==> config.mk <==
export PLATFORM = sky130hd
export DESIGN_NAME = fifo_drain_rr_arb_flat
export DESIGN_NICKNAME = d
export VERILOG_FILES = /design/src/rtl/fifo_drain_rr_arb_if.sv /design/src/rtl/fifo_drain_rr_arb.sv /design/src/flat_wrapper.sv
export SDC_FILE = /design/constraint.sdc
export NUM_CORES = 1
export LEC_CHECK = 0
export ABC_AREA = 1
export BUFFER_PORTS_ARGS = -buffer_cell sky130_fd_sc_hd__clkbuf_2
export CORE_MARGIN = 2
export CORE_UTILIZATION = 35
export DETAILED_ROUTE_END_ITERATION = 10
export GPL_TIMING_DRIVEN = 0
export PLACE_DENSITY = 0.73
export SYNTH_ARGS = -nofsm -noshare
export SYNTH_HDL_FRONTEND = slang
export SYNTH_SLANG_ARGS = --single-unit
==> constraint.sdc <==
create_clock -name clk -period 2.3 [get_ports clk]
set_input_delay 0 -clock clk [delete_from_list [all_inputs] [get_ports clk]]
set_output_delay 0 -clock clk [all_outputs]
set_load 0.03 [all_outputs]
==> src/rtl/fifo_drain_rr_arb_if.sv <==
// fifo_drain_rr_arb_if: source-FIFO drain bus and output stream of the round-robin drain arbiter.
interface fifo_drain_rr_arb_if #(
    parameter int N_SRC      = 4,
    parameter int FIFO_WIDTH = 8
);
    localparam int ID_W = $clog2(N_SRC);
    logic                        arb_en;
    logic [N_SRC-1:0]            src_empty;
    logic [N_SRC*FIFO_WIDTH-1:0] src_data;
    logic [N_SRC-1:0]            src_read_en;
    logic                        out_valid;
    logic                        out_ready;
    logic [FIFO_WIDTH-1:0]       out_data;
    logic [ID_W-1:0]             out_src_id;
    logic                        out_last;
    logic                        busy;
    modport master (
        input  arb_en, src_empty, src_data, out_ready,
        output src_read_en, out_valid, out_data, out_src_id, out_last, busy
    );
    modport slave (
        output arb_en, src_empty, src_data, out_ready,
        input  src_read_en, out_valid, out_data, out_src_id, out_last, busy
    );
endinterface

==> src/rtl/fifo_drain_rr_arb.sv <==
// fifo_drain_rr_arb: round-robin drain of N_SRC FIFOs into one registered valid/ready stream.
module fifo_drain_rr_arb #(
    parameter int N_SRC      = 4,
    parameter int FIFO_WIDTH = 8,
    parameter int MAX_BURST  = 4
) (
    input  logic                   clk,
    input  logic                   rst_n,
    fifo_drain_rr_arb_if.master    bus
);
    localparam int ID_W = $clog2(N_SRC);
    localparam int BW   = $clog2(MAX_BURST);
    localparam logic [0:0] ST_IDLE  = 1'b0;
    localparam logic [0:0] ST_BURST = 1'b1;

    logic [0:0]            r_state;
    logic [ID_W-1:0]       r_grant;
    logic [ID_W-1:0]       r_last_grant;
    logic [BW-1:0]         r_beat;
    logic                  r_out_valid;
    logic [FIFO_WIDTH-1:0] r_out_data;
    logic [ID_W-1:0]       r_out_src_id;
    logic                  r_out_last;
    logic [ID_W-1:0]       w_next_grant;
    logic [FIFO_WIDTH-1:0] w_word;
    logic                  w_load;
    logic                  w_last_beat;
    logic                  w_any;

    // Scan from the far end so the nearest non-empty source after last_grant wins.
    always_comb begin : next_grant
        logic [ID_W-1:0] idx;
        idx = '0;
        w_next_grant = '0;
        for (int i = N_SRC; i >= 1; i--) begin
            idx = ID_W'((int'(r_last_grant) + i) % N_SRC);
            if (!bus.src_empty[idx]) w_next_grant = idx;
        end
    end

    always_comb begin
        w_word = '0;
        for (int i = 0; i < N_SRC; i++)
            if (r_grant == ID_W'(i)) w_word = bus.src_data[i*FIFO_WIDTH +: FIFO_WIDTH];
    end

    assign w_any       = |(~bus.src_empty);
    assign w_last_beat = r_beat == BW'(MAX_BURST - 1);
    assign w_load      = (r_state == ST_BURST) && !bus.src_empty[r_grant] && (!r_out_valid || bus.out_ready);

    assign bus.src_read_en = w_load ? ({{(N_SRC-1){1'b0}}, 1'b1} << r_grant) : '0;
    assign bus.out_valid   = r_out_valid;
    assign bus.out_data    = r_out_data;
    assign bus.out_src_id  = r_out_src_id;
    assign bus.out_last    = r_out_last;
    assign bus.busy        = (r_state == ST_BURST) || r_out_valid;

    always_ff @(posedge clk or negedge rst_n) begin
        if (!rst_n) begin
            r_state      <= ST_IDLE;
            r_grant      <= '0;
            r_last_grant <= ID_W'(N_SRC - 1);
            r_beat       <= '0;
            r_out_valid  <= 1'b0;
            r_out_data   <= '0;
            r_out_src_id <= '0;
            r_out_last   <= 1'b0;
        end else begin
            if (w_load) begin
                r_out_data   <= w_word;
                r_out_src_id <= r_grant;
                r_out_valid  <= 1'b1;
                r_out_last   <= w_last_beat;
                r_beat       <= r_beat + BW'(1);
            end else if (bus.out_ready) begin
                r_out_valid  <= 1'b0;
            end
            if (r_state == ST_IDLE) begin
                if (bus.arb_en && w_any) begin
                    r_grant <= w_next_grant;
                    r_beat  <= '0;
                    r_state <= ST_BURST;
                end
            end else if ((w_load && w_last_beat) || bus.src_empty[r_grant]) begin
                r_state      <= ST_IDLE;
                r_last_grant <= r_grant;
            end
        end
    end
endmodule

==> src/flat_wrapper.sv <==
// flat-port wrapper written by rule: the top's interface ports become plain ports
module fifo_drain_rr_arb_flat 
#(
    parameter int N_SRC      = 4,
    parameter int FIFO_WIDTH = 8,
    parameter int MAX_BURST  = 4
)
  (clk, rst_n, bus_arb_en, bus_src_empty, bus_src_data, bus_out_ready, bus_src_read_en, bus_out_valid, bus_out_data, bus_out_src_id, bus_out_last, bus_busy);
  fifo_drain_rr_arb_if #(.N_SRC(N_SRC), .FIFO_WIDTH(FIFO_WIDTH)) bus_i ();
  input  logic clk;
  input  logic rst_n;
  input wire logic [$bits(bus_i.arb_en)-1:0] bus_arb_en;
  input wire logic [$bits(bus_i.src_empty)-1:0] bus_src_empty;
  input wire logic [$bits(bus_i.src_data)-1:0] bus_src_data;
  input wire logic [$bits(bus_i.out_ready)-1:0] bus_out_ready;
  output wire logic [$bits(bus_i.src_read_en)-1:0] bus_src_read_en;
  output wire logic [$bits(bus_i.out_valid)-1:0] bus_out_valid;
  output wire logic [$bits(bus_i.out_data)-1:0] bus_out_data;
  output wire logic [$bits(bus_i.out_src_id)-1:0] bus_out_src_id;
  output wire logic [$bits(bus_i.out_last)-1:0] bus_out_last;
  output wire logic [$bits(bus_i.busy)-1:0] bus_busy;
  assign bus_i.arb_en = bus_arb_en;
  assign bus_i.src_empty = bus_src_empty;
  assign bus_i.src_data = bus_src_data;
  assign bus_i.out_ready = bus_out_ready;
  assign bus_src_read_en = bus_i.src_read_en;
  assign bus_out_valid = bus_i.out_valid;
  assign bus_out_data = bus_i.out_data;
  assign bus_out_src_id = bus_i.out_src_id;
  assign bus_out_last = bus_i.out_last;
  assign bus_busy = bus_i.busy;
  fifo_drain_rr_arb #(.N_SRC(N_SRC), .FIFO_WIDTH(FIFO_WIDTH), .MAX_BURST(MAX_BURST)) u_core (.clk(clk), .rst_n(rst_n), .bus(bus_i));
endmodule
==> impl_metrics.yaml <==
yosys:
  post_synth.cell_area_avg_um2: 6.79
  synth_xor_area_share_pct: 0
  yosys.area_share.simple_pct: 37.3
  seq_area_frac_synth_pct: 37.8
  netlist_area_um2: 1260
  synth_nets: 227
  synth_compound_area_share_pct: 15.1
  synth_mux_area_share_pct: 0
  synth_cells: 186
  synthAdderAreaFrac_pct: 0.990
  synth_top_family_by_area: "simple AND/OR/NAND/NOR gates"
  ys_types: 25
  ys_ff_latch: 19
  ys_warn_count: 0
run:
  maxCapViolCount: 0
routing:
  dr_total_vias: 1426
  wl_per_cell_um: 11.5
  viasPerCell: 4.74
  routed_wl_um: 3460
  first_pass_iters: 4
  dr.first_iter.drc_count: 98
  final_antenna_net_count: 0
  remaining_drc_errors: 0
floorplan:
  die_x_um: 64.1
  core_um2: 3390
  ios: 57
  die_area_um2: 4110
  start_util_pct: 37.3
  die_h_um: 64.1
  rows: 21
power:
  p_per_area_nw_per_um2: 1370
  max-vdd-ir-drop_mv: 0.416
  p_total_mw: 2.36
  leakage_nw: 0.967
timing:
  slew_violations: 0
  fin_crit_sh_pct: 84.8
  fin_tns_setup_ps: 0
  worst_pin_slew_ps: 508
  slew-limit-headroom_pct: 66.2
  period_needed_ps: 1950
  rsz0062_at_grt: "false"
  setup-violations-final: 0
  max_freq_mhz: 513
  hold_violations: 0
  setup_slack_ps: 351
  fin_skew_ps: 9.28
hold_path:
  hold_depth: 3
  hold_path_end: "u_core.r_grant[1]"
  min_from: "bus_arb_en"
  hp-class: "in2reg"
clocking:
  clkLatencyLatePin_ps: 300
  cts_buffers: 3
  clock_sinks: 19
  cts_root_buffer: "clkbuf_4"
  cts_tree: "yes"
  cts.path.max_buffers: 2
  clk_pin_slew_worst_paths_ps: 120
  cts_max_level: 1
global_routing:
  grtUsageMet2_pct: 30.7
  use_met3_pct: 1.76
  busiest_layer: "met2"
  grt-ovfl-total: 0
  grt_use_total_pct: 17.7
  use_met1_pct: 21.9
  grt_antenna_before_repair: 0
  grt_pass1_wl_um: 5710
  grt_pass1_vias: 1322
  grt_max_degree: 20
worst_setup_path:
  criticalPathCategory: "reg2out"
  r2r-start: "u_core.r_grant[1]"
  critPathRequiredTime_ps: 2300
  rr_worst_depth: 8
  regToRegSetupSlack_ps: 690
  critPathMaxFanout: 10
  cp-start-kind: "flop"
  critPathArrivalTime_ps: 1950
  reg2reg_to: "u_core.bus.out_data[0]"
  cp-end-kind: "output port"
finish:
  antennaDiodeCount: 0
  multiInputGateArea_um2: 676
  nets: 297
  finalNonFillerCells: 301
  area_growth_pct: 36.0
  drive_above_1_share_pct: 32.5
  final_util_pct: 50.7
  regArea_um2: 478
  num-fill-cells: 359
place:
  place_inst: 288
  port_buffers: 56
  place.gp.congestion: 0.868
  dp_slack_ps: 675
  hpwl_um: 2600
status:
  status: "completed"
## flip-flops by register name, summed over array words and instances, names as in the netlist
name                   cells
u_core.bus.out_data        8
u_core.bus.out_src_id      2
u_core.r_beat              2
u_core.r_grant             2
u_core.r_last_grant        2
u_core.bus.out_last        1
u_core.bus.out_valid       1
u_core.r_state             1
## repair_timing
action | 4_1_cts | 5_1_grt
endpoints found under the hold margin | 27 | 0
gates resized for setup | 0 | 0
buffers inserted | 0 | 0
hold buffers | 9 | 0
## worst max-delay path, stage by stage (launching register included)
cell and delay (ps):
dfrtp_1 460, nor2_2 370, inv_2 90, o22ai_2 110, nor2_2 60, nand3_2 100, buf_4 200, nor2_1 60
clkbuf_2 180
## final cells by class
type	count	area share (%)
multi-input combinational	142	39.3
sequential	19	27.8
timing repair buffer	65	21.5
inverter	20	4.37
tap	46	3.35
buffer	5	2.04
clock buffer	3	1.31
clock inverter	1	0.291
## worst max path at each step
stage,startpoint,end,slack [ps],depth (start not counted)
after floorplan,u_core.r_grant[1],bus_src_read_en[0],830,7
after CTS,u_core.r_grant[1],bus_src_read_en[1],320,8
final,u_core.r_grant[1],bus_src_read_en[1],350,8
after detailed placement,u_core.r_grant[1],bus_src_read_en[1],670,8
after global routing,u_core.r_grant[1],bus_src_read_en[3],170,8
after global placement,u_core.r_grant[1],bus_src_read_en[1],680,8
## cells in the final DEF (no fill, tap or decap), drive strengths merged, types with 2 or more instances in the layout
master | Yosys | final
inv | 20 | 20
nor2 | 13 | 13
a21oi | 11 | 11
dfrtp | 17 | 17
nand2 | 73 | 73
dlygate4sd3 | 0 | 9
buf | 4 | 4
o22ai | 2 | 2
o21ai | 14 | 14
clkbuf | 1 | 60
nand3 | 24 | 24
dfstp | 2 | 2
## Yosys cell counts (all sizes together)
cell type	instances	area, um^2
nand3	24	125
nor2	13	53.8
o21ai	14	104
ha	1	12.5
nand3b	1	7.51
nand4	1	6.26
buf	4	31.3
dfstp	2	52.6
a31oi	1	6.26
o22ai	2	18.8
a21oi	11	55.1
nand2	73	279
o31ai	1	7.51
inv	20	75.1
dfrtp	17	425
clkbuf	1	3.75
## where the power goes
part	leakage [nW]	switching [mW]	internal, mW
clock network	0.0177	0.109	0.0649
registers	0.233	0.115	0.501
logic	0.716	1.06	0.511
## cell families (layout without fill, tap and decap cells)
family | after synthesis | after routing
flops | 19 | 19
buf+inv | 25 | 94
simple gates | 112 | 112
fa+ha+maj | 1 | 1
compound gates | 29 | 29
## stage by stage
step / instance area [um^2] / hold slack (ps)
3_5_place_dp: 1600 / -24.8
5_1_grt: 1720 / 6.09
3_3_place_gp: 1600 / -20.8
4_1_cts: 1720 / 0.262
2_1_floorplan: 1260 / -296
6_report: 1720 / 12.7
## layer usage
metal	share of wire (%)	routed length [um]
met5	0	0
met4	2.0	68
met3	4.1	141
met2	51	1760
met1	43	1490
Power figures use the tool's default switching activity.
